--- src/rtl/vram_arbiter.sv ---
// vram_arbiter: shares one single-port text VRAM between the VGA character
// fetch path, the CPU load/store port and an internal clear/scroll engine.
// One RAM access per cycle, fixed priority VGA > CPU > engine.
//
// Build option: define VRAM_SCROLL_EN to include the scroll-up engine
// (SCR_RD/SCR_WR/SCR_FILL states and the read-hold register). Without it
// scroll_start is ignored; clear and arbitration are unchanged.
//
// Ports:
//   clk, rst (synchronous, active-low)
//   vga_req/vga_addr      -> vga_rdata/vga_valid (1 cycle after grant)
//   cpu_req/we/addr/wdata -> cpu_ack pulse, cpu_rdata (held between reads)
//   clear_start, scroll_start, fill_char -> busy, done
//   ram_addr/ram_we/ram_wdata -> RAM, ram_rdata <- RAM (1-cycle latency)
module vram_arbiter #(
  parameter int AW   = 11,
  parameter int DW   = 8,
  parameter int COLS = 64,
  parameter int ROWS = 30
) (
  input  logic          clk,
  input  logic          rst,
  input  logic          vga_req,
  input  logic [AW-1:0] vga_addr,
  output logic [DW-1:0] vga_rdata,
  output logic          vga_valid,
  input  logic          cpu_req,
  input  logic          cpu_we,
  input  logic [AW-1:0] cpu_addr,
  input  logic [DW-1:0] cpu_wdata,
  output logic          cpu_ack,
  output logic [DW-1:0] cpu_rdata,
  input  logic          clear_start,
  input  logic          scroll_start,
  input  logic [DW-1:0] fill_char,
  output logic          busy,
  output logic          done,
  output logic [AW-1:0] ram_addr,
  output logic          ram_we,
  output logic [DW-1:0] ram_wdata,
  input  logic [DW-1:0] ram_rdata
);

  localparam int          LAST_I   = ROWS*COLS - 1;
  localparam logic [AW:0] LAST_IDX = LAST_I[AW:0];
  localparam logic [AW:0] IDX_ONE  = {{AW{1'b0}}, 1'b1};
`ifdef VRAM_SCROLL_EN
  // Last destination of the row-copy phase; the final row is then filled.
  localparam int            SCR_I    = (ROWS-1)*COLS - 1;
  localparam logic [AW:0]   SCR_LAST = SCR_I[AW:0];
  localparam logic [AW-1:0] COLS_A   = COLS[AW-1:0];
`endif

  typedef enum logic [2:0] {
    IDLE,
    CLR
`ifdef VRAM_SCROLL_EN
    , SCR_RD,
    SCR_WR,
    SCR_FILL
`endif
  } eng_state_e;

  eng_state_e    state_q, state_d;
  logic [AW:0]   idx_q, idx_d;
  logic [DW-1:0] fill_q, fill_d;
  logic          busy_q, busy_d;
  logic          done_q, done_d;
  logic          vga_vld_q, vga_vld_d;
  logic          cpu_ack_q, cpu_ack_d;
  logic          cpu_rd_q, cpu_rd_d;
  logic [DW-1:0] cpu_rdata_q, cpu_rdata_d;
  // High for the first cycle after reset; CPU writes are held off then.
  logic          rst_seen_q;
`ifdef VRAM_SCROLL_EN
  logic          scr_rd_q, scr_rd_d;
  logic [DW-1:0] hold_q, hold_d;
`else
  logic          scroll_unused;
  assign scroll_unused = scroll_start;
`endif

  logic          cpu_elig, vga_gnt, cpu_gnt, eng_gnt;
  logic [AW-1:0] eng_addr;
  logic          eng_we;
  logic [DW-1:0] eng_wdata;

  // One request yields one access: not eligible in its own ack cycle.
  // Writes stall while the engine owns the screen.
  assign cpu_elig = cpu_req && !cpu_ack_q && !(cpu_we && (busy_q || rst_seen_q));

  always_comb begin
    vga_gnt = 1'b0;
    cpu_gnt = 1'b0;
    eng_gnt = 1'b0;
    if (rst) begin
      if (vga_req)               vga_gnt = 1'b1;
      else if (cpu_elig)         cpu_gnt = 1'b1;
      else if (state_q != IDLE)  eng_gnt = 1'b1;
    end
  end

  // Engine sequencing; eng_* describe the access the engine would make if
  // granted this cycle, state only advances on an actual grant.
  always_comb begin
    state_d   = state_q;
    idx_d     = idx_q;
    fill_d    = fill_q;
    done_d    = 1'b0;
    eng_addr  = '0;
    eng_we    = 1'b0;
    eng_wdata = '0;
    case (state_q)
      IDLE: begin
        if (clear_start) begin
          state_d = CLR;
          idx_d   = '0;
          fill_d  = fill_char;
        end
`ifdef VRAM_SCROLL_EN
        else if (scroll_start) begin
          state_d = SCR_RD;
          idx_d   = '0;
          fill_d  = fill_char;
        end
`endif
      end
      CLR: begin
        eng_addr  = idx_q[AW-1:0];
        eng_we    = 1'b1;
        eng_wdata = fill_q;
        if (eng_gnt) begin
          idx_d = idx_q + IDX_ONE;
          if (idx_q == LAST_IDX) begin
            state_d = IDLE;
            done_d  = 1'b1;
          end
        end
      end
`ifdef VRAM_SCROLL_EN
      SCR_RD: begin
        eng_addr = idx_q[AW-1:0] + COLS_A;
        if (eng_gnt) state_d = SCR_WR;
      end
      SCR_WR: begin
        eng_addr  = idx_q[AW-1:0];
        eng_we    = 1'b1;
        // Back-to-back with the read the data is still on ram_rdata;
        // otherwise it was parked in hold_q.
        eng_wdata = scr_rd_q ? ram_rdata : hold_q;
        if (eng_gnt) begin
          idx_d   = idx_q + IDX_ONE;
          state_d = (idx_q == SCR_LAST) ? SCR_FILL : SCR_RD;
        end
      end
      SCR_FILL: begin
        eng_addr  = idx_q[AW-1:0];
        eng_we    = 1'b1;
        eng_wdata = fill_q;
        if (eng_gnt) begin
          idx_d = idx_q + IDX_ONE;
          if (idx_q == LAST_IDX) begin
            state_d = IDLE;
            done_d  = 1'b1;
          end
        end
      end
`endif
      default: state_d = IDLE;
    endcase
  end

  always_comb begin
    busy_d    = (state_d != IDLE);
    vga_vld_d = vga_gnt;
    cpu_ack_d = cpu_gnt;
    cpu_rd_d  = cpu_gnt && !cpu_we;
    cpu_rdata_d = (cpu_ack_q && cpu_rd_q) ? ram_rdata : cpu_rdata_q;
`ifdef VRAM_SCROLL_EN
    scr_rd_d = eng_gnt && (state_q == SCR_RD);
    hold_d   = scr_rd_q ? ram_rdata : hold_q;
`endif
  end

  always_comb begin
    ram_addr  = '0;
    ram_we    = 1'b0;
    ram_wdata = '0;
    if (vga_gnt) begin
      ram_addr = vga_addr;
    end else if (cpu_gnt) begin
      ram_addr  = cpu_addr;
      ram_we    = cpu_we;
      ram_wdata = cpu_we ? cpu_wdata : '0;
    end else if (eng_gnt) begin
      ram_addr  = eng_addr;
      ram_we    = eng_we;
      ram_wdata = eng_wdata;
    end
  end

  assign vga_valid = vga_vld_q;
  assign vga_rdata = vga_vld_q ? ram_rdata : '0;
  assign cpu_ack   = cpu_ack_q;
  assign cpu_rdata = cpu_rdata_d;
  assign busy      = busy_q;
  assign done      = done_q;

  always_ff @(posedge clk) begin
    if (!rst) begin
      state_q     <= IDLE;
      idx_q       <= '0;
      fill_q      <= '0;
      busy_q      <= 1'b0;
      done_q      <= 1'b0;
      vga_vld_q   <= 1'b0;
      cpu_ack_q   <= 1'b0;
      cpu_rd_q    <= 1'b0;
      cpu_rdata_q <= '0;
      rst_seen_q  <= 1'b1;
`ifdef VRAM_SCROLL_EN
      scr_rd_q    <= 1'b0;
      hold_q      <= '0;
`endif
    end else begin
      state_q     <= state_d;
      idx_q       <= idx_d;
      fill_q      <= fill_d;
      busy_q      <= busy_d;
      done_q      <= done_d;
      vga_vld_q   <= vga_vld_d;
      cpu_ack_q   <= cpu_ack_d;
      cpu_rd_q    <= cpu_rd_d;
      cpu_rdata_q <= cpu_rdata_d;
      rst_seen_q  <= 1'b0;
`ifdef VRAM_SCROLL_EN
      scr_rd_q    <= scr_rd_d;
      hold_q      <= hold_d;
`endif
    end
  end

endmodule

--- config.mk ---
export PLATFORM = sky130hd
export DESIGN_NAME = vram_arbiter
export DESIGN_NICKNAME = d
export VERILOG_FILES = /design/src/rtl/vram_arbiter.sv
export SDC_FILE = /design/constraint.sdc
export NUM_CORES = 1
export LEC_CHECK = 0
export BUFFER_PORTS_ARGS = -buffer_cell sky130_fd_sc_hd__buf_4
export CAP_MARGIN = 20
export CELL_PAD_IN_SITES_DETAIL_PLACEMENT = 1
export CELL_PAD_IN_SITES_GLOBAL_PLACEMENT = 2
export CORE_MARGIN = 5
export CORE_UTILIZATION = 28
export CTS_BUF_LIST = sky130_fd_sc_hd__clkbuf_4 sky130_fd_sc_hd__clkbuf_8
export CTS_CLUSTER_SIZE = 28
export DETAILED_ROUTE_END_ITERATION = 6
export GPL_TIMING_DRIVEN = 0
export PLACE_DENSITY_LB_ADDON = 0.1
export SYNTH_ARGS = -nofsm -noshare
export SYNTH_HDL_FRONTEND = slang
export SYNTH_SLANG_ARGS = --single-unit
export TNS_END_PERCENT = 1
--- constraint.sdc ---
create_clock -name clk -period 4 [get_ports clk]
set_input_delay 0.4 -clock clk [delete_from_list [all_inputs] [get_ports clk]]
set_output_delay 0.4 -clock clk [all_outputs]
set_load 0.01 [all_outputs]
# Yosys cells after proc, flatten, opt, wreduce, memory -nomap -nowiden
# Index checks and enable logic that the tools add are counted.
[classes]
n_addsub = 1
n_eq_ne = 4
muxes = 33
reduce_logical = 16
[ops]
columns = ["operator", "count"]
rows = [
  ["2-to-1 mux 8 bit", 7],
  ["2-to-1 mux 11 bit", 4],
  ["2-to-1 mux 12 bit", 2],
  ["one-hot mux 12 bit (2 select lines)", 1],
  ["2-to-1 mux 1 bit", 15],
  ["adder 12 x 1 -> 12 bit, second input constant", 1],
  ["equality test 12 x 11 -> 1 bit, second input constant", 1],
  ["2-to-1 mux 3 bit", 3],
  ["one-hot mux 3 bit (2 select lines)", 1],
  ["AND reduction 3 bit", 2],
  ["nonzero test 3 bit", 2],
  ["logical AND 1 bit", 5],
  ["inequality test 2 bit, second input constant", 2],
  ["equality test 3 x 1 -> 1 bit, second input constant", 1],
  ["zero test 1 bit", 3],
  ["zero test 3 bit", 1],
  ["AND reduction 2 bit", 1],
  ["nonzero test 2 bit", 1],
  ["logical OR 1 bit", 1],
]
[totals]
register_bits = 37
input_bits = 53
out_inout_bits = 40
word_cells = 64

# Logic depth before layout (Yosys ltp)
# Gate-level depths: netlist of the first run.
[logic_depth]
depth_word = 10
mapped_depth = 6
depth_no_buf = 5

# Worst setup path before layout of the first run
# Ideal clock, no wire load.
[synth_path]
path_kind = "input port to output port"
start = "input rst"
end = "output ram_wdata[0]"
t_arrival_ps = 1396
required_ps = 3600
setup_slack_ps = 2204
cell_stages = 6
path_buffers = 2
cell_sequence = "buf_2 -> nand2b_1 -> nor3_1 -> and2_1 -> buf_2 -> a22o_1"
[synth_between]
elab_chain_cells = 4
word_cells_on_any_way = 6
cone_classes = "6 x mux"
[synth_rtl]
columns = ["element", "line", "text"]
rows = [
  ["start: declaration", "22", "input logic rst,"],
  ["2-to-1 mux 1 bit", "96", "if (rst) begin"],
  ["2-to-1 mux 8 bit", "195", "end else if (eng_gnt) begin"],
  ["2-to-1 mux 8 bit", "191", "end else if (cpu_gnt) begin"],
  ["2-to-1 mux 8 bit (*)", "189", "if (vga_gnt) begin"],
  ["end: declaration", "40", "output logic [DW-1:0] ram_wdata,"],
]
# Mark *: on every way between the ends. The rest lies on a longest branch, timed or not.

# Worst setup path in the final report of the first run
[layout_path]
start = "register cpu_ack_q, in the netlist cpu_ack"
end = "output ram_addr[6]"
[layout_between]
elab_chain_cells = 9
word_cells_on_any_way = 12
cone_classes = "9 x mux; 3 x reduce/logical"
[layout_rtl]
columns = ["element", "line", "text"]
rows = [
  ["start: declaration", "70", "logic cpu_ack_q, cpu_ack_d;"],
  ["start signal: assignment", "232", "cpu_ack_q <= cpu_ack_d;"],
  ["zero test 1 bit (*)", "90", "assign cpu_elig = cpu_req && !cpu_ack_q && !(cpu_we && (busy_q || rst_seen_q));"],
  ["logical AND 1 bit (*) (2 in series)", "90", ""],
  ["2-to-1 mux 1 bit", "98", "else if (cpu_elig) cpu_gnt = 1'b1;"],
  ["2-to-1 mux 1 bit", "97", "if (vga_req) vga_gnt = 1'b1;"],
  ["2-to-1 mux 1 bit", "96", ""],
  ["2-to-1 mux 11 bit", "195", ""],
  ["2-to-1 mux 11 bit (*)", "191", ""],
  ["2-to-1 mux 11 bit (*)", "189", ""],
  ["end: declaration", "38", "output logic [AW-1:0] ram_addr,"],
]
# Marked as above.

==> results of run 1 <==
-- cell usage in the layout (no fill, tap or decap), types with 2 or more instances in the layout --
master      n
a21oi_1    16
a22o_1      8
a22oi_1    11
and2_1     19
and3_1      2
and4_1      2
buf_2       6
buf_4      90
clkbuf_1    5
clkbuf_8    6
conb_1      2
dfxtp_1    37
inv_1       5
mux2_2      8
mux2i_1     4
nand2_1    41
nand2b_1    3
nand3_1     8
nand4_1     4
nor2_1      4
nor3_1      2
o2111ai_1   2
o21ai_0     4
o31ai_1     2
or3_1       5
or4_1       2
-- worst paths after layout --
path / start / end / depth (start not counted)
setup / recovery: cpu_ack$_SDFF_PN0_ / ram_addr[6] / 6
hold / removal: cpu_we / cpu_rd_q$_SDFF_PN0_ / 2
setup reg to reg: state_q[2]$_SDFF_PN0_ / idx_q[9]$_SDFFE_PN0P_ / 4
hold reg to reg: fill_q[0]$_SDFFE_PN0P_ / fill_q[0]$_SDFFE_PN0P_ / 2
-- logic make-up (layout without fill, tap and decap cells) --
logic type / count (synthesis) / in the layout
and+or+nand+nor: 97 / 97
DFF: 37 / 37
AOI/OAI and AO/OA: 50 / 50
buffers and inverters: 17 / 115
muxes: 13 / 13
other: 1 / 2
adders and majority gates: 1 / 1
-- layer usage --
metal / share of wire (%) / track usage [%]
met5: 0 / 0
met2: 46 / 23.6
met4: 0.92 / 3.39
met3: 6.3 / 4.17
met1: 47 / 17.7
-- power groups by stage --
stage / registers [mW] / clock network [mW] / logic [mW]
floorplan: 0.387 / 0 / 0.0414
global placement: 0.387 / 0 / 0.109
detailed placement: 0.387 / 0 / 0.110
CTS: 0.379 / 0.289 / 0.111
global route: 0.380 / 0.307 / 0.120
finish: 0.379 / 0.279 / 0.109
-- area by class of cell --
class	instances	share of cell area [%]
Tap cell	77	3.52
Multi-Input combinational cell	163	38.4
Sequential cell	37	27.0
Inverter	5	0.685
Clock buffer	6	3.01
Timing Repair Buffer	90	24.7
Clock inverter	2	0.502
Buffer	12	2.19
-- flip-flops by register name, indices dropped and copies added (netlist names) --
signal       flops
busy             1
cpu_ack          1
cpu_rd_q         1
cpu_rdata_q      8
done             1
fill_q           8
idx_q           12
rst_seen_q       1
state_q          3
vga_valid        1
-- per-stage QoR --
step / area [um^2] / std cells / worst slack [ps] / hold slack [ps]
after detailed placement: 2640 / 384 / 1650 / 453
after global routing: 2740 / 392 / 1270 / 284
after global placement: 2640 / 384 / 1680 / 446
after CTS: 2740 / 392 / 1470 / 272
final: 2740 / 392 / 1480 / 280
after floorplan: 1870 / 217 / 2200 / 437
==> metrics.md, run 1 <==
| Metric | Value |
|---|---|
| Clock Latency Late Sink | `around 290 ps` |
| Crit-path cells | `nand2b_1 > nor3_1 > buf_2 > a22oi_1 > nand2_1 > buf_4` |
| Worst path slowest cell | `nor3_1` |
| Synth Area in Simple Gates | `approximately 27%` |
| Worst reg2reg setup slack | `2150 ps` |
| Starting Density | `between 20 and 30%` |
| Crit path capture type | `output port` |
| Worst vdd ir | `around 120 uV` |
| Die area | `8410 um^2` |
| Grt ovf | `0` |
| Largest family of logic cells by synthesized area | `simple AND/OR/NAND/NOR gates` |
| Most area-hungry cell type in the Yosys netlist | `dfxtp_1` |
| Worst endpoint required time | `3600 ps` |
| Multi-input logic area | `approximately 1100 um^2` |
| Final ANT Viol Nets | `0` |
| Crit path buf inv count | `2` |
| Slew Limit Fails | `0` |
| Final core utilization | `~43%` |
| Synth Area in Compound Gates | `between 20% and 30%` |
| Worst Hold Class | `input pin to flip-flop` |
| Mapped Cells | `216` |
| XOR/XNOR Fraction of Synth Area | `0%` |
| Logic pwr share | `between 10 and 15%` |
| Ys Warns | `0` |
| Post-synthesis adder-cell area fraction | `less than 1%` |
| Share of post-route cells with drive strength above 1 | `around 37%` |
| CTS resizes | `0` |
| Area grow syn2layout | `46.7%` |
| Unrepaired setup endpoints after global routing | `no` |
| Max Cap Viol | `0` |
| Register area | `741 um^2` |
| Top Ports | `93` |
| #FFs+latches synth | `37` |
| Drt first-iter violations | `67` |
| HPWL Detailed | `4640 um` |
| Mapped Avg Cell Area | `8.65 um^2` |
| Synth top area share | `approximately two fifths` |
| Max clock buf depth | `2` |
| Pre-Repair DR Iteration Count | `4` |
| Vias | `1951` |
| Outcome | `finished, final reports clean` |
| Post-DR wirelength/cell | `between 15 and 20 um` |
| EDFF count, synth | `0` |
| CTS Buf Count | `5` |
| Synth cell types | `39` |
| Leakage | `about 1.3 nW` |
| Placer congestion estimate | `between 0.7 and 0.8` |
| Least-Margin Pin Slew | `just under 600 ps` |
| First-pass GRT wire length | `about 9600 um` |
| Die span in y | `91.7 um` |
| Top_reg_cell synth | `dfxtp_1` |
| Fin crit period | `about 2500 ps` |
| Slew Limit Headroom | `60.3%` |
| P_sw | `around 0.19 mW` |
| Sequential share of the synthesized area | `39.7%` |
| WP data arrival | `~2100 ps` |
| Number of global-route vias before repair | `about 2000` |
| Clock share of power | `36.4%` |
| Drc violations | `0` |
| Crit Path Class | `flip-flop to output port` |
| Top-count cell post-synth | `nand2_1` |
| Setup tns final | `0 ps` |
| Root buf cell | `clkbuf_8` |
| Vias per cell | `approximately 5` |
| Port bufs | `90` |
| Initial antenna violation count | `0` |
| Sequential Power Share | `49.4%` |
| Clk sinks | `37` |
| Tot GR Track Use | `14.0%` |
| Clock Pin Slew Worst Setup and Hold Paths | `approximately 80 ps` |
| Mux contribution to synthesized area | `under 10%` |
| Core area | `between 6000 and 7000 um^2` |
| Switching share of power | `24.9%` |
| Mapped cell area | `between 1500 and 2000 um^2` |
| Diodes inserted | `0` |
| Commonest cells post-synth | `nand2_1 (41), dfxtp_1 (37), and2_1 (19)` |
| Final WL | `between 5000 and 6000 um` |
| Startpoint Class | `flip-flop` |
| Post-CTS Setup Repair Bufs | `0` |
| Pin count of the biggest net entering global routing | `13` |
| Worst Path Max Fanout | `10` |
| Die X | `approximately 92 um` |
| Tcrit/Tclk final | `a little over three fifths` |
| Tot Pwr | `between 0.7 and 0.8 mW` |
| Crit path largest cell delay | `approximately 560 ps` |
| Finish-stage setup viols | `0` |
| # fillers | `803` |
| Cts hold-fix bufs | `0` |
| Main area contributors after synthesis | `dfxtp_1 (40%), nand2_1 (8.2%), and2_1 (6.4%)` |
| CTS tree | `done` |
| Row Count | `29` |
| Delay-heaviest family, CP | `simple AND/OR/NAND/NOR gates` |
| Nets | `around 370` |
| Post-synthesis async set-or-reset flop share | `0%` |
| P_int | `~0.58 mW` |
| Max H-tree Level | `2` |
| Final Hold Viols | `0` |
| Max Freq | `a little under 400 MHz` |
| Setup Skew | `7.17 ps` |
| PwrDens | `between 200 and 300 nW/um^2` |
No activity file was read; power rests on OpenSTA's default activity.
==> run 2: changes to the inputs <==
--- a/config.mk
+++ b/config.mk
@@ -10,7 +10,7 @@
 export CELL_PAD_IN_SITES_DETAIL_PLACEMENT = 1
 export CELL_PAD_IN_SITES_GLOBAL_PLACEMENT = 2
 export CORE_MARGIN = 5
-export CORE_UTILIZATION = 28
+export CORE_UTILIZATION = 23
 export CTS_BUF_LIST = sky130_fd_sc_hd__clkbuf_4 sky130_fd_sc_hd__clkbuf_8
 export CTS_CLUSTER_SIZE = 28
 export DETAILED_ROUTE_END_ITERATION = 6
==> constraint.sdc (replaced) <==
create_clock -name clk -period 2.3 [get_ports clk]
set_input_delay 0.23 -clock clk [delete_from_list [all_inputs] [get_ports clk]]
set_output_delay 0.23 -clock clk [all_outputs]
set_load 0.01 [all_outputs]
==> metrics.md, run 2 (synthesis results as in run 1) <==
| Metric | Value |
|---|---|
| Die span in y | `100 um (+9.2%)` |
| FF-to-FF End | `idx_q[9]$_SDFFE_PN0P_` |
| Most frequent cells in the layout | `buf_4 (90), nand2_1 (41), dfxtp_1 (37)` |
| Largest Register | `idx_q` |
| Max Freq | `roughly 470 MHz` |
| R2R cell count | `4 (unchanged)` |
| Max reg flops | `12 (unchanged)` |
| Grt ovf | `0 (unchanged)` |
| Area grow syn2layout | `50.0%` |
| Final core utilization | `35.9% (-6.8 points)` |
| Post-DR wirelength/cell | `14.7 um (-3.1%)` |
| Worst Hold Class | `input pin to flip-flop` |
| Final Hold Viols | `0 (unchanged)` |
| Hold_ws | `118 ps (-162 ps)` |
| Fin crit period | `2130 ps` |
| Die X | `100 um (+9.2%)` |
| Number of global-route vias before repair | `1985 (+1.5%)` |
| PwrDens | `514 nW/um^2 (+84%)` |
| Startpoint Class | `flip-flop` |
| Finish-stage setup viols | `0 (unchanged)` |
| Unrepaired setup endpoints after global routing | `no` |
| Leakage | `1.27 nW (+0.86%)` |
| Fin worst setup slack | `173 ps (-1310 ps)` |
| Hold Startpoint | `cpu_we` |
| Commonest non-fill, non-tap cell in the layout | `buf_4` |
| Design Area, Final | `2800 um^2 (+2.3%)` |
| Worst vdd ir | `213 uV (+84%)` |
| Placer congestion estimate | `0.719 (-2.8%)` |
| Crit Path Class | `flip-flop to output port` |
| Tot Pwr | `1.44 mW (+88%)` |
| Drc violations | `0 (unchanged)` |
| Root buf cell | `clkbuf_8` |
| Inst Count DP | `409 (+6.5%)` |
| Clk sinks | `37 (unchanged)` |
| Nets | `367 (-0.27%)` |
| Max clock buf depth | `2 (unchanged)` |
| Pre-Repair DR Iteration Count | `4 (unchanged)` |
| Final WL | `6120 um (+2.8%)` |
| Max Cap Viol | `0 (unchanged)` |
| Worst reg2reg setup slack | `520 ps (-1630 ps)` |
| Final ANT Viol Nets | `0 (unchanged)` |
| Post-Layout Cell Count | `416 (+6.1%)` |
| WP data arrival | `1900 ps (-220 ps)` |
| CTS tree | `done` |
| Biggest regs | `idx_q x12, cpu_rdata_q x8, fill_q x8` |
| Placed Area | `2680 um^2 (+1.2%)` |
| Setup tns final | `0 ps (unchanged)` |
| Top Ports | `93 (unchanged)` |
| Tcrit/Tclk final | `~92%` |
| Worst Hold End | `cpu_rd_q$_SDFF_PN0_` |
| Port bufs | `90 (unchanged)` |
| Clock Pin Slew Worst Setup and Hold Paths | `80 ps (about the same)` |
| Core area | `7810 um^2 (+22%)` |
| Worst Path Max Fanout | `10 (unchanged)` |
| Row Count | `32 (+10%)` |
| Setup Skew | `5.83 ps (-1.35 ps)` |
| Starting Density | `23.9% (-5.2 points)` |
| Outcome | `finished, final reports clean` |
| Share of post-route cells with drive strength above 1 | `37.9% (+0.44 points)` |
| Crit path capture type | `output port` |
| Tot GR Track Use | `12.5% (-1.5 points)` |
| Dpl ws | `276 ps (-1380 ps)` |
| Die area | `10000 um^2 (+19%)` |
| Slew Limit Fails | `0 (unchanged)` |
| HPWL Detailed | `4890 um (+5.5%)` |
| Vias per cell | `4.62 (-7.1%)` |
| Pin count of the biggest net entering global routing | `13 (unchanged)` |
| Critical R2R Launch | `state_q[0]$_SDFF_PN0_` |
| Hold Crit Depth | `2 (unchanged)` |
| First-pass GRT wire length | `10100 um (+5.6%)` |
| Post-CTS Setup Repair Bufs | `0 (unchanged)` |
| Clock Latency Late Sink | `290 ps (about the same)` |
| Diodes inserted | `0 (unchanged)` |
| Worst endpoint required time | `2070 ps (-1530 ps)` |
| # fillers | `951 (+18%)` |
| CTS Buf Count | `5 (unchanged)` |
| Vias | `1923 (-1.4%)` |
| Max H-tree Level | `2 (unchanged)` |
| Initial antenna violation count | `0 (unchanged)` |
| Drt first-iter violations | `54 (-19%)` |
run 2: final cells by class:
type | count | area (um^2) | area share, %
Sequential cell | 37 | 741 | 26.4
Clock buffer | 6 | 82.6 | 2.95
Buffer | 11 | 56.3 | 2.01
Tap cell | 102 | 128 | 4.55
Inverter | 5 | 18.8 | 0.670
Multi-Input combinational cell | 163 | 1060 | 37.9
Clock inverter | 2 | 37.5 | 1.34
Timing Repair Buffer | 90 | 676 | 24.1
run 2: routing by layer:
layer / GRT usage (%) / vias up / part of all wire, %
li1: - / 968 / -
met1: 17.3 / 893 / 48
met2: 19.1 / 58 / 45
met3: 3.68 / 4 / 6.6
met4: 3.11 / 0 / 0.75
met5: 0 / - / 0
run 2: power breakdown:
group	internal (mW)	switching (mW)	total, mW	leakage, nW
clock network	0.353	0.240	0.593	0.0574
logic	0.107	0.0822	0.189	0.909
registers	0.651	0.00814	0.659	0.300
total	1.11	0.331	1.44	1.27
run 2: worst max path at each step:
stage / endpoint / slack (ps) / start / cells past startpoint
2_1_floorplan: idx_q[9]$_SDFFE_PN0P_ / 610 / state_q[2]$_SDFF_PN0_ / 3
3_3_place_gp: ram_addr[8] / 260 / cpu_ack$_SDFF_PN0_ / 6
3_5_place_dp: ram_wdata[4] / 280 / cpu_ack$_SDFF_PN0_ / 6
4_1_cts: ram_wdata[2] / 10 / state_q[0]$_SDFF_PN0_ / 5
5_1_grt: ram_wdata[2] / 20 / state_q[0]$_SDFF_PN0_ / 5
6_report: ram_wdata[2] / 170 / state_q[0]$_SDFF_PN0_ / 5
run 2: repair_timing:
| item | CTS | global route |
|---|---|---|
| hold buffers | 0 | 0 |
| gates resized for setup | 1 | 1 |
| endpoints found under the setup margin | 18 | 20 |
run 2: worst max-delay path, stage by stage (launching register included):
cell and delay (ps):
dfxtp_1 370, nor3b_4 360, o211a_1 300, buf_2 270
a22o_1 190, buf_4 120
